`src/rtl/param_register_file.sv`:
```
// rtl/param_register_file.sv - multi-read-port register file with sequential clear and pending scoreboard
// Optional write-to-read forwarding selected by REGFILE_BYPASS_EN.
module param_register_file #(
    parameter int XLEN  = 32,
    parameter int NREGS = 32,
    parameter int NRD   = 2,
    localparam int AW   = $clog2(NREGS)
) (
    input  logic                clk,
    input  logic                reset,
    input  logic                reg_write,
    input  logic [AW-1:0]       addrD,
    input  logic [XLEN-1:0]     dataD,
    input  logic [NRD*AW-1:0]   rd_addr,
    output logic [NRD*XLEN-1:0] rd_data,
    output logic [NRD-1:0]      rd_busy,
    input  logic                pend_set,
    input  logic [AW-1:0]       pend_addr,
    output logic                ready
);

    typedef enum logic {
        S_CLEAR = 1'b0,
        S_RUN   = 1'b1
    } state_t;

    state_t            state_q, state_d;
    logic [AW-1:0]     cnt_q, cnt_d;
    logic              ready_q, ready_d;
    logic [NREGS-1:0]  pend_q, pend_d;
    logic [XLEN-1:0]   regs_q [NREGS];
    logic [XLEN-1:0]   regs_d [NREGS];

    logic running;
    logic wr_valid;

    assign running  = (state_q == S_RUN);
    assign wr_valid = running && reg_write && (addrD != '0);
    assign ready    = ready_q;

    always_comb begin
        state_d = state_q;
        cnt_d   = cnt_q;
        ready_d = ready_q;
        pend_d  = pend_q;
        regs_d  = regs_q;
        if (reset) begin
            state_d = S_CLEAR;
            cnt_d   = '0;
            ready_d = 1'b0;
            pend_d  = '0;
        end else if (state_q == S_CLEAR) begin
            regs_d[cnt_q] = '0;
            cnt_d         = cnt_q + 1'b1;
            if (cnt_q == {AW{1'b1}}) begin
                state_d = S_RUN;
                ready_d = 1'b1;
            end
        end else begin
            if (wr_valid) begin
                regs_d[addrD] = dataD;
                pend_d[addrD] = 1'b0;
            end
            // A new producer marked in the same cycle as a write keeps the register pending.
            if (pend_set && (pend_addr != '0)) begin
                pend_d[pend_addr] = 1'b1;
            end
        end
    end

    always_ff @(posedge clk) begin
        state_q <= state_d;
        cnt_q   <= cnt_d;
        ready_q <= ready_d;
        pend_q  <= pend_d;
        regs_q  <= regs_d;
    end

    always_comb begin
        rd_data = '0;
        rd_busy = '0;
        for (int k = 0; k < NRD; k++) begin
            logic [AW-1:0] a;
            a = rd_addr[k*AW +: AW];
            if (running && (a != '0)) begin
`ifdef REGFILE_BYPASS_EN
                if (wr_valid && (a == addrD)) begin
                    rd_data[k*XLEN +: XLEN] = dataD;
                    rd_busy[k]              = 1'b0;
                end else begin
                    rd_data[k*XLEN +: XLEN] = regs_q[a];
                    rd_busy[k]              = pend_q[a];
                end
`else
                rd_data[k*XLEN +: XLEN] = regs_q[a];
                rd_busy[k]              = pend_q[a];
`endif
            end
        end
    end

endmodule

```
`config.mk`:
```
export PLATFORM = sky130hd
export DESIGN_NAME = param_register_file
export DESIGN_NICKNAME = d
export VERILOG_FILES = /design/src/rtl/param_register_file.sv
export SDC_FILE = /design/constraint.sdc
export NUM_CORES = 2
export LEC_CHECK = 0
export CAP_MARGIN = 40
export CORE_AREA = 2 2 428 324
export DETAILED_ROUTE_END_ITERATION = 12
export DIE_AREA = 0 0 430 326
export GPL_TIMING_DRIVEN = 0
export HOLD_SLACK_MARGIN = 0.12
export MAX_ROUTING_LAYER = met4
export SETUP_SLACK_MARGIN = 0.3
export SYNTH_ARGS = -nofsm -noshare
export SYNTH_HDL_FRONTEND = slang
export SYNTH_SLANG_ARGS = --single-unit
```
`constraint.sdc`:
```
create_clock -name clk -period 9.5 [get_ports clk]
set_input_delay 1.425 -clock clk [delete_from_list [all_inputs] [get_ports clk]]
set_output_delay 1.425 -clock clk [all_outputs]
set_load 0.02 [all_outputs]
```
==> results.tsv <==
metric	value	unit
status	completed	
die_h	326	um
rsz0062_at_grt	no	
setup.worst_path.class	in2out	
synth.largest_area_cell	edfxtp_1	
synthTopCellsByArea	edfxtp_1 50%, mux4_2 9.5%, o21ai_0 7.5%	
cts.sinks	1063	
hold_ws	495	ps
cap_violations	0	
p_int	8830	uW
first_iter_violations	10283	
h-tree-depth	3	
clkPwrFrac	0.401	
final_util	0.524	
setup_viol	0	
syn_nets	5410	
grt_max_degree	20	
synth_enable_flop_cells	1024	
ys_ff_latch	1063	
grt_pass1_wl	435000	um
timing.setup.tns	0	ps
grt_overflow	0	
drive_above_1_share	0.181	
final_area	0.0716	mm^2
fin_nets	5840	
synthFlopType	edfxtp_1	
yosys.area.top_type_share	0.505	
drcViolationCount	0	
skew	26.4	ps
crit_fanout	10	
combPwrFrac	0.128	
firstDrtPassIters	9	
ys_seq_area_frac	0.518	
placed_area	0.0676	mm^2
netlist-cell-type-count	56	
antenna_left	0	
viasPerCell	7.19	
tightestPinTransition	1100	ps
path_clk_slew	60	ps
end_kind	output pin	
fmax	135	MHz
slew_violations	0	
power_leakage	0.0267	uW
post_cts_buffers	0	
die_area	0.140	mm^2
ys_warn_count	0	
place_congestion	1.09	
arrival	5960	ps
core_region_area	0.137	mm^2
p_per_area	169	mW/mm^2
routedWlPerCell	42.7	um
io_buffers	118	
synth_area	0.0609	mm^2
relSlewSlack	0.264	
netSwitchingPower	3300	uW
synthArstFlopShare	0	
switching_share	0.272	
clock_latency	790	ps
postCtsHoldBufs	0	
post-route-period-util	0.778	
antenna_found_initial	19	
final-hold-violation-count	0	
grt_pass1_vias	50272	
cts_root_buffer	clkbuf_16	
cp.required	8080	ps
synthCells	5349	
grt.total_usage	0.471	
seqPwrFrac	0.471	
num_rows	118	
vias	55354	
initial_core_util	0.446	
peakVddDrop	0.142	mV
cp-start-kind	input pin	
min_period	7390	ps
cts_max_path_buffers	3	
hpwlAfterDp	255000	um
area_growth	17.5	%
placed_cells	7458	
hold_class	reg2reg	
num_io_pins	123	
cts_buffers	115	
cts_resized	0	
cts_tree	yes	
fp.dieW	430	um
syn_avg_cell_area	11.4	um^2
final_cells	7695	
routed_wl	329000	um
[critical path, stage by stage]
cell	delay [ps]
clkdlybuf4s50_1	570
buf_2	470
buf_2	720
buf_2	660
mux2i_1	320
a22oi_1	120
a31oi_1	710
nand4_1	290
clkdlybuf4s50_1	630
[synthesized netlist by cell type, types with 67 or more instances]
cell type and number:
edfxtp_1 1024, nand2_1 930, o21ai_0 913, clkbuf_1 361
mux2i_1 270, a22o_1 257, mux4_2 256, mux2_2 201
a22oi_1 166, buf_2 144, a21oi_1 87, nor2b_1 81
nand3_1 75, a211oi_1 67, nand4_1 67, o22ai_1 67
[layer usage]
layer  track usage  vias to the layer above  wire, um
met1         0.629                    27796    126000
li1              -                    21480         -
met2         0.611                     5179    129000
met4         0.262                        0     23300
met3         0.173                      899     51000
met5             -                        -         0
[stage by stage]
step | power [uW] | worst slack (ps)
floorplan | 6570 | 4510
global placement | 7150 | -1480
detailed placement | 7270 | 2420
CTS | 12000 | 2400
global route | 12300 | 2370
finish | 12100 | 2110
[cells by family (layout without fill, tap and decap cells)]
logic type                 count (synthesis)  count (layout)  share of synthesized area
xor gates and xnor gates                   3               3                   0.000431
adders and majority gates                  5               5                    0.00103
muxes                                    731             731                      0.178
and+or+nand+nor                         1364            1364                      0.100
buffers and inverters                    564            1086                     0.0418
DFF                                     1063            1063                      0.518
other                                      0              24                          0
AOI/OAI and AO/OA                       1619            1619                      0.161
[sequential cells by signal (all words and copies together) (netlist names)]
signal and flops:
regs_q 1024, pend_q 32, cnt_q 5, ready 1
running 1
[placed cells by master (no fill, tap or decap), types with 15 or more instances in the layout]
cell             count
a211oi_1            67
a21oi_1             80
a22o_1             257
a22oi_1            166
a31oi_1             48
and2_1              38
and3_1              37
buf_12              15
buf_16              35
buf_2              144
buf_4               61
buf_6               66
buf_8               58
bufinv_16           15
clkbuf_1           384
clkbuf_16          119
clkdlybuf4s50_1    118
clkinv_1            15
clkinv_2            22
dfxtp_1             39
diode_2             24
edfxtp_1          1024
mux2_2             201
mux2i_1            270
mux4_2             256
nand2_1            930
nand3_1             75
nand4_1             67
nor2_1              26
nor2b_1             81
o21ai_0            891
o21ai_4             24
o22ai_1             67
or3_1               64
[area by class of cell]
class	count	area [um^2]
Clock inverter	60	688
Tap cell	1800	2250
Fill cell	12245	65000
Timing Repair Buffer	313	4130
Antenna cell	24	60.1
Multi-Input combinational cell	3722	27200
Clock buffer	149	3140
Inverter	4	15.0
Buffer	560	2530
Sequential cell	1063	31500
[power groups by stage]
stage	logic [uW]	clock network [uW]	registers, uW
after floorplan	854	0	5720
after global routing	1590	4990	5730
after detailed placement	1470	0	5790
final	1550	4860	5710
after CTS	1480	4810	5700
after global placement	1330	0	5820
[final timing paths]
check	depth (start not counted)	to	start	slack, ps
setup / recovery	9	rd_data[7]	rd_addr[1]	2110
hold / removal	2	pend_q[11]$_SDFFE_PP0P_	pend_q[11]$_SDFFE_PP0P_	500
setup reg to reg	6	regs_q[963]$_DFFE_PP_	running$_SDFF_PP0_	5730
hold reg to reg	2	pend_q[11]$_SDFFE_PP0P_	pend_q[11]$_SDFFE_PP0P_	500
Power figures use the tool's default switching activity.
